<file path="config.mk">
export PLATFORM = sky130hd
export DESIGN_NAME = ram_port_arbiter_flat
export DESIGN_NICKNAME = d
export VERILOG_FILES = /design/src/rtl/ram_port_arbiter_if.sv /design/src/rtl/ram_port_arbiter.sv /design/src/flat_wrapper.sv
export SDC_FILE = /design/constraint.sdc
export NUM_CORES = 1
export LEC_CHECK = 0
export CORE_UTILIZATION = 31
export CTS_CLUSTER_SIZE = 28
export DETAILED_ROUTE_END_ITERATION = 12
export GPL_TIMING_DRIVEN = 1
export HOLD_SLACK_MARGIN = 0.1
export SLEW_MARGIN = 20
export SYNTH_ARGS = -nofsm -noshare
export SYNTH_HDL_FRONTEND = slang
export SYNTH_SLANG_ARGS = --single-unit
</file>
<file path="constraint.sdc">
create_clock -name clk -period 3.85 [get_ports clk]
set_input_delay 0.5775 -clock clk [delete_from_list [all_inputs] [get_ports clk]]
set_output_delay 0.5775 -clock clk [all_outputs]
set_load 0.005 [all_outputs]
</file>
<file path="src/rtl/ram_port_arbiter_if.sv">
// Bus bundle between the two requesters, the arbiter and the RAM.
// The master side is the requesters plus the RAM; the slave side is the arbiter.
interface ram_port_arbiter_if #(
    parameter int AW = 8,
    parameter int DW = 8
);
    logic          r0_req;
    logic          r0_we;
    logic          r0_lock;
    logic [AW-1:0] r0_addr;
    logic [DW-1:0] r0_wdata;
    logic          r0_gnt;
    logic          r0_rvalid;
    logic [DW-1:0] r0_rdata;

    logic          r1_req;
    logic          r1_we;
    logic          r1_lock;
    logic [AW-1:0] r1_addr;
    logic [DW-1:0] r1_wdata;
    logic          r1_gnt;
    logic          r1_rvalid;
    logic [DW-1:0] r1_rdata;

    logic [AW-1:0] ram_addr;
    logic [DW-1:0] ram_wdata;
    logic          ram_wren;
    logic [DW-1:0] ram_q;

    logic          owner_valid;
    logic          owner_id;

    modport master (
        output r0_req, r0_we, r0_lock, r0_addr, r0_wdata,
        output r1_req, r1_we, r1_lock, r1_addr, r1_wdata,
        output ram_q,
        input  r0_gnt, r0_rvalid, r0_rdata,
        input  r1_gnt, r1_rvalid, r1_rdata,
        input  ram_addr, ram_wdata, ram_wren,
        input  owner_valid, owner_id
    );

    modport slave (
        input  r0_req, r0_we, r0_lock, r0_addr, r0_wdata,
        input  r1_req, r1_we, r1_lock, r1_addr, r1_wdata,
        input  ram_q,
        output r0_gnt, r0_rvalid, r0_rdata,
        output r1_gnt, r1_rvalid, r1_rdata,
        output ram_addr, ram_wdata, ram_wren,
        output owner_valid, owner_id
    );
endinterface

</file>
<file path="src/rtl/ram_port_arbiter.sv">
// Two-requester arbiter for a single-port RAM: round-robin grant,
// lock for atomic sequences, and in-order tagged read-data return.
module ram_port_arbiter #(
    parameter int AW     = 8,
    parameter int DW     = 8,
    parameter int RD_LAT = 1
) (
    input logic clk,
    input logic reset,
    ram_port_arbiter_if.slave bus
);
    typedef enum logic [1:0] {
        FREE  = 2'd0,
        LOCK0 = 2'd1,
        LOCK1 = 2'd2
    } own_t;

    own_t          state, state_nxt;
    logic          rr, rr_nxt;
    logic          gnt0, gnt1, acc, win;
    logic          w_we, w_lock;
    logic [AW-1:0] w_addr;
    logic [DW-1:0] w_wdata;

    logic [AW-1:0] addr_q;
    logic [DW-1:0] wdata_q;
    logic          wren_q;

    logic [RD_LAT-1:0] pv, pid;
    logic              rv0, rv1;
    logic [DW-1:0]     hold0, hold1;

    always_comb begin
        gnt0      = 1'b0;
        gnt1      = 1'b0;
        state_nxt = state;
        rr_nxt    = rr;
        if (!reset) begin
            unique case (state)
                FREE: begin
                    gnt0 = bus.r0_req && (!bus.r1_req || !rr);
                    gnt1 = bus.r1_req && (!bus.r0_req || rr);
                end
                LOCK0:   gnt0 = bus.r0_req;
                LOCK1:   gnt1 = bus.r1_req;
                default: ;
            endcase
        end
        acc     = gnt0 | gnt1;
        win     = gnt1;
        w_we    = win ? bus.r1_we    : bus.r0_we;
        w_lock  = win ? bus.r1_lock  : bus.r0_lock;
        w_addr  = win ? bus.r1_addr  : bus.r0_addr;
        w_wdata = win ? bus.r1_wdata : bus.r0_wdata;
        if (acc) begin
            if (w_lock) begin
                state_nxt = win ? LOCK1 : LOCK0;
            end else begin
                // priority passes to the other side once the bus is free
                state_nxt = FREE;
                rr_nxt    = !win;
            end
        end
    end

    always_ff @(posedge clk) begin
        if (reset) begin
            state   <= FREE;
            rr      <= 1'b0;
            addr_q  <= '0;
            wdata_q <= '0;
            wren_q  <= 1'b0;
            pv      <= '0;
            pid     <= '0;
            rv0     <= 1'b0;
            rv1     <= 1'b0;
            hold0   <= '0;
            hold1   <= '0;
        end else begin
            state  <= state_nxt;
            rr     <= rr_nxt;
            wren_q <= acc && w_we;
            if (acc) begin
                addr_q  <= w_addr;
                wdata_q <= w_wdata;
            end
            pv[0]  <= acc && !w_we;
            pid[0] <= win;
            for (int i = 1; i < RD_LAT; i++) begin
                pv[i]  <= pv[i-1];
                pid[i] <= pid[i-1];
            end
            rv0 <= pv[RD_LAT-1] && !pid[RD_LAT-1];
            rv1 <= pv[RD_LAT-1] && pid[RD_LAT-1];
            if (rv0) hold0 <= bus.ram_q;
            if (rv1) hold1 <= bus.ram_q;
        end
    end

    assign bus.r0_gnt      = gnt0;
    assign bus.r1_gnt      = gnt1;
    assign bus.r0_rvalid   = rv0;
    assign bus.r1_rvalid   = rv1;
    // pass ram_q straight through on the return cycle, then hold it
    assign bus.r0_rdata    = rv0 ? bus.ram_q : hold0;
    assign bus.r1_rdata    = rv1 ? bus.ram_q : hold1;
    assign bus.ram_addr    = addr_q;
    assign bus.ram_wdata   = wdata_q;
    assign bus.ram_wren    = wren_q;
    assign bus.owner_valid = (state != FREE);
    assign bus.owner_id    = (state == LOCK1);
endmodule

</file>
<file path="src/flat_wrapper.sv">
// flat-port wrapper written by rule: the top's interface ports become plain ports
module ram_port_arbiter_flat 
#(
    parameter int AW     = 8,
    parameter int DW     = 8,
    parameter int RD_LAT = 1
)
  (clk, reset, bus_r0_req, bus_r0_we, bus_r0_lock, bus_r0_addr, bus_r0_wdata, bus_r1_req, bus_r1_we, bus_r1_lock, bus_r1_addr, bus_r1_wdata, bus_ram_q, bus_r0_gnt, bus_r0_rvalid, bus_r0_rdata, bus_r1_gnt, bus_r1_rvalid, bus_r1_rdata, bus_ram_addr, bus_ram_wdata, bus_ram_wren, bus_owner_valid, bus_owner_id);
  ram_port_arbiter_if #(.AW(AW), .DW(DW)) bus_i ();
  input logic clk;
  input logic reset;
  input wire logic [$bits(bus_i.r0_req)-1:0] bus_r0_req;
  input wire logic [$bits(bus_i.r0_we)-1:0] bus_r0_we;
  input wire logic [$bits(bus_i.r0_lock)-1:0] bus_r0_lock;
  input wire logic [$bits(bus_i.r0_addr)-1:0] bus_r0_addr;
  input wire logic [$bits(bus_i.r0_wdata)-1:0] bus_r0_wdata;
  input wire logic [$bits(bus_i.r1_req)-1:0] bus_r1_req;
  input wire logic [$bits(bus_i.r1_we)-1:0] bus_r1_we;
  input wire logic [$bits(bus_i.r1_lock)-1:0] bus_r1_lock;
  input wire logic [$bits(bus_i.r1_addr)-1:0] bus_r1_addr;
  input wire logic [$bits(bus_i.r1_wdata)-1:0] bus_r1_wdata;
  input wire logic [$bits(bus_i.ram_q)-1:0] bus_ram_q;
  output wire logic [$bits(bus_i.r0_gnt)-1:0] bus_r0_gnt;
  output wire logic [$bits(bus_i.r0_rvalid)-1:0] bus_r0_rvalid;
  output wire logic [$bits(bus_i.r0_rdata)-1:0] bus_r0_rdata;
  output wire logic [$bits(bus_i.r1_gnt)-1:0] bus_r1_gnt;
  output wire logic [$bits(bus_i.r1_rvalid)-1:0] bus_r1_rvalid;
  output wire logic [$bits(bus_i.r1_rdata)-1:0] bus_r1_rdata;
  output wire logic [$bits(bus_i.ram_addr)-1:0] bus_ram_addr;
  output wire logic [$bits(bus_i.ram_wdata)-1:0] bus_ram_wdata;
  output wire logic [$bits(bus_i.ram_wren)-1:0] bus_ram_wren;
  output wire logic [$bits(bus_i.owner_valid)-1:0] bus_owner_valid;
  output wire logic [$bits(bus_i.owner_id)-1:0] bus_owner_id;
  assign bus_i.r0_req = bus_r0_req;
  assign bus_i.r0_we = bus_r0_we;
  assign bus_i.r0_lock = bus_r0_lock;
  assign bus_i.r0_addr = bus_r0_addr;
  assign bus_i.r0_wdata = bus_r0_wdata;
  assign bus_i.r1_req = bus_r1_req;
  assign bus_i.r1_we = bus_r1_we;
  assign bus_i.r1_lock = bus_r1_lock;
  assign bus_i.r1_addr = bus_r1_addr;
  assign bus_i.r1_wdata = bus_r1_wdata;
  assign bus_i.ram_q = bus_ram_q;
  assign bus_r0_gnt = bus_i.r0_gnt;
  assign bus_r0_rvalid = bus_i.r0_rvalid;
  assign bus_r0_rdata = bus_i.r0_rdata;
  assign bus_r1_gnt = bus_i.r1_gnt;
  assign bus_r1_rvalid = bus_i.r1_rvalid;
  assign bus_r1_rdata = bus_i.r1_rdata;
  assign bus_ram_addr = bus_i.ram_addr;
  assign bus_ram_wdata = bus_i.ram_wdata;
  assign bus_ram_wren = bus_i.ram_wren;
  assign bus_owner_valid = bus_i.owner_valid;
  assign bus_owner_id = bus_i.owner_id;
  ram_port_arbiter #(.AW(AW), .DW(DW), .RD_LAT(RD_LAT)) u_core (.clk(clk), .reset(reset), .bus(bus_i));
endmodule
</file>
; ---- Yosys cells after proc, flatten, opt, wreduce, memory -nomap -nowiden
; Index checks and enable logic that the tools add are counted.
[totals]
ff_bits = 40
latch_bits = 0
mem_bits_rw = 0
romBits = 0
mem_count = 0
[classes]
addsub = 0
n_mul = 0
n_div = 0
n_lt_le_gt_ge = 0
eq_ne = 2
n_shift = 0
mux = 12
bitwise = 2
n_reduce_logical = 17
[ops]
columns = op, count
row1 = 2-to-1 mux 8 bit, 4
row2 = logical AND 1 bit, 6
row3 = zero test 1 bit, 6
row4 = 2-to-1 mux 1 bit, 4
row5 = 2-to-1 mux 2 bit, 2
row6 = case mux 1 bit (2 select lines), 2
row7 = "equality test 2 x 1 -> 1 bit, second input constant", 1
row8 = "equality test 2 bit, second input constant", 1
row9 = zero test 2 bit, 1
row10 = logical OR 1 bit, 2
row11 = AND reduction 2 bit, 1
row12 = nonzero test 2 bit, 1
row13 = NOT 1 bit, 1
row14 = OR 1 bit, 1

; ---- Logic depth before layout (Yosys ltp)
; Gate-level depths: netlist (run 1).
[logic_depth]
depth_word = 8
mapped_depth = 5
depth_no_buf = 3

; ---- Worst setup path after synthesis (run 1)
; Ideal clock, no wire load.
[synth_timing]
kind = input to output
start = input port reset
end = output port bus_r1_gnt
t_arrival_ns = 1.298
t_required_ns = 3.273
slack_ns = 1.975
stages = 4
n_path_buf = 2
path_cell_list = or3b_1 > buf_2 > buf_6 > nor2_1
[synth_via]
elab_chain_len = 1
[synth_rtl]
columns = element, line_no
row1 = "start, declared", flat_wrapper.sv:11  ; input logic reset;
row2 = 2-to-1 mux 1 bit, ram_port_arbiter.sv:38  ; if (!reset) begin
row3 = "end, declared", flat_wrapper.sv:26  ; output wire logic [$bits(bus_i.r1_gnt)-1:0] bus_r1_gnt;
; Every way passes these cells.

; ---- Worst setup path after layout (run 1)
; Ends and elaborated chain as after synthesis.

==> results_dict.tcl, run 1 <==
set metrics [dict create \
    status "completed" \
    routed_wl_mm 4.77 \
    swShare_pct 25.8 \
    cts_resized 0 \
    grt_max_degree 51 \
    grt_antenna_before_repair 0 \
    start_util_pct 32.2 \
    fin_util_pct 50.2 \
    multi_input_area_um2 868 \
    core_um2 5510 \
    track_usage_pct 16.3 \
    die_x_um 77.7 \
    maxClockFrequency_mhz 347 \
    path_buf_inv 3 \
    fin_worst_skew_ns 0.00480 \
    switching_power_mw 0.247 \
    place.gp.congestion 0.704 \
    die_area_um2 6030 \
    tightest_slew_ns 0.796 \
    power_density_nw_per_um2 346 \
    dpl.hpwl_mm 3.20 \
    syn_inst 183 \
    vias 1676 \
    ctsLongestPathBuffers 2 \
    setup_viol 0 \
    clkLatencyLatePin_ns 0.29 \
    die_h_um 77.7 \
    n_antenna_cell 0 \
    async_reset_ff_share_pct 0 \
    synth_cell_types 29 \
    r2r_end "u_core.bus.ram_addr[4]" \
    p_leak_nw 1.02 \
    critical_path.top_delay_family "buffers and inverters" \
    setup-tns-final_ns 0 \
    htreeDepth 2 \
    worst_slew_margin_rel_pct 46.9 \
    ios 87 \
    synth.avg_cell_area_um2 9.70 \
    drive_above_1_share_pct 13.3 \
    hp-start "u_core.pid" \
    slowest_stage "clkdlybuf4s50_1" \
    power_frac_comb_pct 21.8 \
    synth_enable_flop_cells 0 \
    drt-vias-per-instance 5.00 \
    dr.pass1.iters 4 \
    route.detailed.drc 0 \
    nets 310 \
    cts_root_buffer "clkbuf_8" \
    ant_nets 0 \
    reg2reg_from "u_core.state[1]" \
    syn2layout_area_growth_pct 55.8 \
    grt_first_pass_wirelength_mm 7.78 \
    synth_area_leaders "dfxtp_1 45%, mux2_2 10%, o31ai_1 6.8%" \
    cts_tree "yes" \
    cpMostUsedCell "clkdlybuf4s50_1" \
    ys_seq_area_share_pct 45.1 \
    path_depth 5 \
    crit_path_start_kind "primary input" \
    fin_crit_ns 2.88 \
    rsz0062_at_grt "no" \
    p_int_mw 0.709 \
    yosys_register_bits 40 \
    end_kind "output port" \
    peakVddDrop_mv 0.173 \
    ff_latch_area_um2 801 \
    io_buffer_count 86 \
    synth_most_common_cell "dfxtp_1" \
    yosysTopAreaCell "dfxtp_1" \
    place_inst 327 \
    startpoint "reset" \
    hp-class "flop to flop" \
    reg2reg_depth 3 \
    postCtsSetupBuffers 0 \
    syn_area_um2 1780 \
    postSynthNetCount 231 \
    worst_ep_arrival_time_ns 2.30 \
    post_drt_wl_per_cell_um 14.2 \
    synth_commonest_cells "40 x dfxtp_1, 17 x nand4_1" \
    path_clk_slew_ns 0.08 \
    max_cap_viol_count 0 \
    rows 27 \
    path_max_fanout 19 \
    holdWs_ns 0.447 \
    r2r_slack_ns 2.24 \
    grt_pass1_vias 1565 \
    pwr-share-clk_pct 30.4 \
    fin_cells 335 \
    path_class "primary input to output port" \
    drv_slew 0 \
    synth_top_area_share_pct 45.1 \
    period_share_pct 74.8 \
    cp-endpoint "bus_r1_gnt" \
    cts_sinks 40 \
    synth-main-ff-cell "dfxtp_1" \
    gr-total-overflow 0 \
    ys_warn_count 0 \
    required_ns 3.27 \
    drt_iter0_markers 99 \
    path_cells "clkdlybuf4s50_1 > or3b_1 > buf_4 > nor2_1 > clkdlybuf4s50_1" \
    cts_hold_buf 0 \
    cts_inserted_buffers 5 \
    slowest_delay_ns 0.51 \
    seq_power_share_pct 47.8 \
    nFillCells 512 \
    finalHoldViolCount 0 \
]
==> registers in the layout, summed over array words and instances, names as in the netlist <==
| name | flops |
|---|---|
| u_core.bus.ram_addr | 8 |
| u_core.bus.r0_rvalid | 1 |
| u_core.pid | 1 |
| u_core.rr | 1 |
| u_core.pv | 1 |
| u_core.hold0 | 8 |
| u_core.hold1 | 8 |
| u_core.bus.ram_wren | 1 |
| u_core.state | 2 |
| u_core.bus.r1_rvalid | 1 |
| u_core.bus.ram_wdata | 8 |
==> stage by stage <==
step           area [um2]  setup slack (ns)  total power, mW
3_5_place_dp         2670             0.960            0.676
5_1_grt              2770             0.880             1.01
2_1_floorplan        1780              1.97            0.553
6_report             2770             0.969            0.956
4_1_cts              2770             0.956            0.970
3_3_place_gp         2670             0.990            0.675
==> worst register-to-register path, cell delays in order (launching register included) <==
cell and delay, ns:
dfxtp_1 0.39, nand2b_1 0.22, a21oi_2 0.66, a31oi_1 0.18
==> logic make-up after synthesis <==
group / share of synthesized area [%]
muxes: 10.1
and+or+nand+nor: 17.6
buffers and inverters: 6.13
DFF: 45.1
AOI/OAI and AO/OA: 21.0
==> cells in the final DEF, fill, tap and decap left out, drive strengths merged <==
| cell type | n |
|---|---|
| clkinvlp | 2 |
| nand3 | 1 |
| and2 | 16 |
| a31oi | 16 |
| a21oi | 2 |
| and3 | 2 |
| nor3b | 2 |
| nand2b | 2 |
| or3b | 2 |
| clkdlybuf4s50 | 86 |
| nor2b | 3 |
| a22o | 1 |
| dfxtp | 40 |
| clkinv | 1 |
| or2 | 1 |
| mux2 | 16 |
| nand4 | 17 |
| a211oi | 1 |
| inv | 2 |
| a21bo | 1 |
| o21a | 2 |
| o31ai | 16 |
| a21boi | 1 |
| clkbuf | 6 |
| buf | 5 |
| o21ai | 17 |
| nor2 | 2 |
==> worst min path at each step <==
stage,end,slack [ns],depth (start not counted)
2_1_floorplan,u_core.bus.r0_rvalid,0.39,1
3_3_place_gp,u_core.bus.r0_rvalid,0.44,1
3_5_place_dp,u_core.bus.r0_rvalid,0.42,1
4_1_cts,u_core.bus.r0_rvalid,0.44,1
5_1_grt,u_core.bus.r0_rvalid,0.47,1
6_report,u_core.bus.r0_rvalid,0.45,1
==> cell type report <==
cell class | instances | area share (%)
Clock buffer | 6 | 2.99
Clock inverter | 2 | 0.543
Inverter | 3 | 0.407
Multi-Input combinational cell | 121 | 31.4
Sequential cell | 40 | 28.9
Tap cell | 72 | 3.26
Timing Repair Buffer | 91 | 32.5
==> power by group through the flow <==
stage | clock network [mW] | registers (mW) | logic (mW)
2_1_floorplan | 0 | 0.464 | 0.0898
3_5_place_dp | 0 | 0.466 | 0.209
5_1_grt | 0.317 | 0.461 | 0.229
6_report | 0.291 | 0.457 | 0.209
3_3_place_gp | 0 | 0.466 | 0.209
4_1_cts | 0.303 | 0.457 | 0.210
==> layer usage <==
| layer | global-route usage [%] | vias to the layer above | share of wire, % | wire length [um] |
|---|---|---|---|---|
| li1 | - | 836 | - | - |
| met5 | 0 | - | 0 | 0 |
| met3 | 4.35 | 4 | 5.7 | 273 |
| met1 | 23.0 | 785 | 48 | 2310 |
| met4 | 5.28 | 0 | 0.57 | 27 |
| met2 | 24.0 | 51 | 45 | 2160 |
Note: power is estimated with default switching activity, not from simulation.
==> run 2: changes to the inputs <==
==> constraint.sdc (replaced) <==
create_clock -name clk -period 2.85 [get_ports clk]
set_input_delay 0.4275 -clock clk [delete_from_list [all_inputs] [get_ports clk]]
set_output_delay 0.4275 -clock clk [all_outputs]
set_load 0.005 [all_outputs]
==> run 2 against run 1 <==
Die area stayed put. Design area up 1.0%. Critical endpoint unchanged. Largest cell class unchanged. Setup slack worse by 0.56 ns. Clock-buffer cell count down 1. Largest power group unchanged. Critical path depth fell by 1.
==> results_dict.tcl, run 2 (synthesis results as in run 1) <==
set metrics [dict create \
    cts_sinks 40 \
    tightest_slew_ns 0.615 \
    met1_usage_pct 22.2 \
    nets 312 \
    setup_viol 0 \
    track_usage_pct 16.3 \
    n_antenna_cell 0 \
    syn2layout_area_growth_pct 57.4 \
    final_area_um2 2800 \
    grt_util_met2_pct 23.9 \
    crit_path_start_kind "primary input" \
    end_kind "output port" \
    place.gp.congestion 0.727 \
    multi_input_area_um2 868 \
    ios 87 \
    dr.pass1.iters 4 \
    cts_resized 0 \
    max_cap_viol_count 0 \
    core_um2 5510 \
    required_ns 2.42 \
    worst_slew_margin_rel_pct 59.0 \
    cts_hold_buf 0 \
    rsz0062_at_grt "no" \
    place_area_um2 2680 \
    io_buffer_count 86 \
    layout_common_cells "86 x clkdlybuf4s50_1, 40 x dfxtp_1, 17 x nand4_1" \
    ant_nets 0 \
    postCtsSetupBuffers 0 \
    post_drt_wl_per_cell_um 14.1 \
    period_share_pct 85.6 \
    routed_wl_mm 4.75 \
    power_density_nw_per_um2 488 \
    drt-vias-per-instance 5.02 \
    drt_iter0_markers 94 \
    dpl.hpwl_mm 3.24 \
    fin_crit_ns 2.44 \
    die_h_um 77.7 \
    status "completed" \
    grt_util_met3_pct 4.94 \
    ff_latch_area_um2 801 \
    setup-tns-final_ns 0 \
    path_max_fanout 5 \
    path_class "primary input to output port" \
    ctsLongestPathBuffers 2 \
    clkLatencyLatePin_ns 0.29 \
    grt_antenna_before_repair 0 \
    path_clk_slew_ns 0.08 \
    grt_pass1_vias 1547 \
    grt_max_degree 34 \
    die_x_um 77.7 \
    finalPower_mw 1.36 \
    peakVddDrop_mv 0.172 \
    die_area_um2 6030 \
    maxClockFrequency_mhz 410 \
    final_common_cell "clkdlybuf4s50_1" \
    p_leak_nw 1.04 \
    cts_root_buffer "clkbuf_8" \
    drv_slew 0 \
    fin_worst_skew_ns 0.00465 \
    cts_tree "yes" \
    route.detailed.drc 0 \
    drive_above_1_share_pct 14.0 \
    cts_inserted_buffers 5 \
    hp-class "flop to flop" \
    finalHoldViolCount 0 \
    worst_ep_arrival_time_ns 2.01 \
    vias 1691 \
    rows 27 \
    gr-total-overflow 0 \
    busiest_layer "met2" \
    grt_first_pass_wirelength_mm 7.69 \
    nFillCells 523 \
    start_util_pct 32.2 \
    htreeDepth 2 \
]
## run 2: cell count changes in the layout (fill, tap and decap cells not counted)
cell        delta
buf_4          +2
clkinv_2       +1
clkinvlp_4     -1
bufinv_16      +1
clkbuf_8       -1
## run 2: cell type report
type / instances / area share (%)
well taps: 72 / 3.22
flip-flops and latches: 40 / 28.6
multi-input cells: 121 / 31.1
repair buffers: 93 / 32.7
clock buffers: 5 / 2.46
inverters: 3 / 0.403
clock inverters: 3 / 1.52
## run 2: final timing paths
path	slack [ns]	startpoint	cells after the start	endpoint
setup / recovery	0.41	reset	4	bus_r1_gnt
hold / removal	0.42	u_core.pid	1	u_core.bus.r0_rvalid
setup reg to reg	1.33	u_core.state[1]	3	u_core.bus.ram_wren
hold reg to reg	0.42	u_core.pid	1	u_core.bus.r0_rvalid
## run 2: routing by layer
metal / vias to the layer above / routed length (um)
li1: 841 / -
met1: 786 / 2250
met2: 60 / 2140
met3: 4 / 317
met4: 0 / 38
met5: - / 0
## run 2: metrics by stage
stage / hold WS [ns] / utilization [%] / setup WS (ns) / std cells
global placement: 0.438 / 48.7 / 0.424 / 329
detailed placement: 0.418 / 48.7 / 0.380 / 329
finish: 0.424 / 50.8 / 0.411 / 337
CTS: 0.430 / 50.8 / 0.379 / 337
global route: 0.444 / 50.8 / 0.327 / 337
floorplan: 0.389 / - / 1.27 / 183
## run 2: power breakdown
group | internal [mW] | switching [mW]
registers | 0.593 | 0.0235
logic | 0.171 | 0.113
clock network | 0.259 | 0.205
total | 1.02 | 0.341
## run 2: worst max-delay path: stages
cell             delay [ns]
clkdlybuf4s50_1        0.52
or3b_1                 0.42
nor2_1                 0.11
clkdlybuf4s50_1        0.53
==> run 3: changes to the inputs <==
--- a/config.mk
+++ b/config.mk
@@ -10,6 +10,7 @@
 export DETAILED_ROUTE_END_ITERATION = 12
 export GPL_TIMING_DRIVEN = 1
 export HOLD_SLACK_MARGIN = 0.1
+export PLACE_DENSITY = 0.67
 export SLEW_MARGIN = 20
 export SYNTH_ARGS = -nofsm -noshare
 export SYNTH_HDL_FRONTEND = slang
==> constraint.sdc (replaced) <==
create_clock -name clk -period 2.1 [get_ports clk]
set_input_delay 0.315 -clock clk [delete_from_list [all_inputs] [get_ports clk]]
set_output_delay 0.315 -clock clk [all_outputs]
set_load 0.005 [all_outputs]
==> run 3 against run 2 <==
Setup slack got worse by 0.21 ns. Clock-buffer cell count did not move. Via count grew 2.0%. Sequential share of layout area about the same. Power up 27%. Cell count increased by 1.2%.
==> results_dict.tcl, run 3 (synthesis results as in run 1) <==
set metrics [dict create \
    setup_viol 0 \
    crit_path_start_kind "flop" \
    holdWs_ns 0.407 \
    place.gp.congestion 0.751 \
    status "completed" \
    ios 87 \
    finalHoldViolCount 0 \
    cts_inserted_buffers 5 \
    fin_cells 341 \
    grt_pass1_vias 1695 \
    postCtsSetupBuffers 0 \
    hp-class "flop to flop" \
    ctsLongestPathBuffers 2 \
    grt_first_pass_wirelength_mm 7.93 \
    path_cells "mux2_2 > clkdlybuf4s50_1" \
    ff_latch_area_um2 803 \
    cts_sinks 40 \
    slowest_stage "dfxtp_2" \
    rsz0062_at_grt "no" \
    max_cap_viol_count 0 \
    path_clk_slew_ns 0.08 \
    die_h_um 77.7 \
    reg2reg_depth 3 \
    tightest_slew_ns 0.665 \
    dr.pass1.iters 4 \
    fin_crit_ns 1.90 \
    start_util_pct 32.2 \
    io_buffer_count 86 \
    cts_tree "yes" \
    reg2reg_from "u_core.state[1]" \
    n_antenna_cell 0 \
    htreeDepth 2 \
    clkLatencyLatePin_ns 0.29 \
    drv_slew 0 \
    r2r_end "u_core.pv" \
    power_density_nw_per_um2 617 \
    slowest_delay_ns 0.46 \
    nets 316 \
    grt_antenna_before_repair 0 \
    drt-vias-per-instance 5.06 \
    fin_worst_skew_ns 0.00440 \
    place_inst 333 \
    finalPower_mw 1.73 \
    drive_above_1_share_pct 16.4 \
    startpoint "u_core.bus.r1_rvalid" \
    r2r_slack_ns 0.57 \
    route.detailed.drc 0 \
    gr-total-overflow 0 \
    fin_util_pct 51.0 \
    worst_ep_arrival_time_ns 1.58 \
    p_leak_nw 1.08 \
    track_usage_pct 16.6 \
    routed_wl_mm 4.68 \
    vias 1724 \
    drt_iter0_markers 89 \
    period_share_pct 90.4 \
    cts_root_buffer "clkbuf_8" \
    multi_input_area_um2 871 \
    dpl.hpwl_mm 3.28 \
    path_max_fanout 9 \
    core_um2 5510 \
    final_common_cell "clkdlybuf4s50_1" \
    nFillCells 513 \
    ant_nets 0 \
    peakVddDrop_mv 0.221 \
    rows 27 \
    maxClockFrequency_mhz 527 \
    post_drt_wl_per_cell_um 13.7 \
    path_class "flop to output port" \
    syn2layout_area_growth_pct 58.1 \
    cp-endpoint "bus_r1_rdata[2]" \
    worst_slew_margin_rel_pct 55.5 \
    die_area_um2 6030 \
    required_ns 1.78 \
    layout_common_cells "84 x clkdlybuf4s50_1, 38 x dfxtp_1, 17 x nand4_1" \
    end_kind "output port" \
    die_x_um 77.7 \
    grt_max_degree 34 \
]
run 3: cell types whose count changed in the layout (fill, tap and decap cells not counted), moves of 2 or more:
cell,delta
clkdlybuf4s50_1,-2
dfxtp_1,-2
dfxtp_2,+2
buf_4,+4
run 3: what timing repair did:
action                     CTS  global route
setup endpoints to repair    1            13
resized for setup            1             3
hold buffers                 0             0
run 3: final cells by class:
cell class	count	area share, %
Inverter	3	0.401
Clock buffer	5	2.45
Tap cell	72	3.21
Clock inverter	3	0.668
Sequential cell	40	28.6
Timing Repair Buffer	97	33.6
Multi-Input combinational cell	121	31.0
run 3: worst min-delay path by stage:
stage | from | slack [ns] | cells after the start | end
2_1_floorplan | u_core.pid | 0.39 | 1 | u_core.bus.r0_rvalid
3_3_place_gp | u_core.pid | 0.40 | 1 | u_core.bus.r0_rvalid
3_5_place_dp | u_core.pid | 0.40 | 1 | u_core.bus.r0_rvalid
4_1_cts | u_core.pid | 0.41 | 1 | u_core.bus.r0_rvalid
5_1_grt | u_core.pid | 0.42 | 1 | u_core.bus.r0_rvalid
6_report | u_core.pid | 0.41 | 1 | u_core.bus.r0_rvalid
run 3: per-stage QoR:
stage,area [um2],worst slack (ns),setup TNS [ns]
after floorplan,1780,0.720,0
after global placement,2710,-0.0414,-0.459
after detailed placement,2710,-0.0631,-0.838
after CTS,2800,0.0251,0
after global routing,2810,0.120,0
final,2810,0.202,0
run 3: worst max-delay path, delay by kind of cell (launching register included):
family | cells | cell delay [ns]
DFF | 1 | 0.46
muxes | 1 | 0.37
buffers and inverters | 1 | 0.45
run 3: routing by layer:
| layer | track usage (%) | share of wire (%) | vias up |
|---|---|---|---|
| li1 | - | - | 850 |
| met1 | 21.0 | 44 | 807 |
| met2 | 27.4 | 48 | 62 |
| met3 | 4.59 | 7.0 | 5 |
| met4 | 4.53 | 0.96 | 0 |
| met5 | 0 | 0 | - |
run 3: report_power, final:
group	switching (mW)	total, mW	internal, mW	leakage, nW
Combinational	0.153	0.389	0.236	0.698
Sequential	0.0319	0.838	0.806	0.330
Clock	0.273	0.505	0.232	0.0479
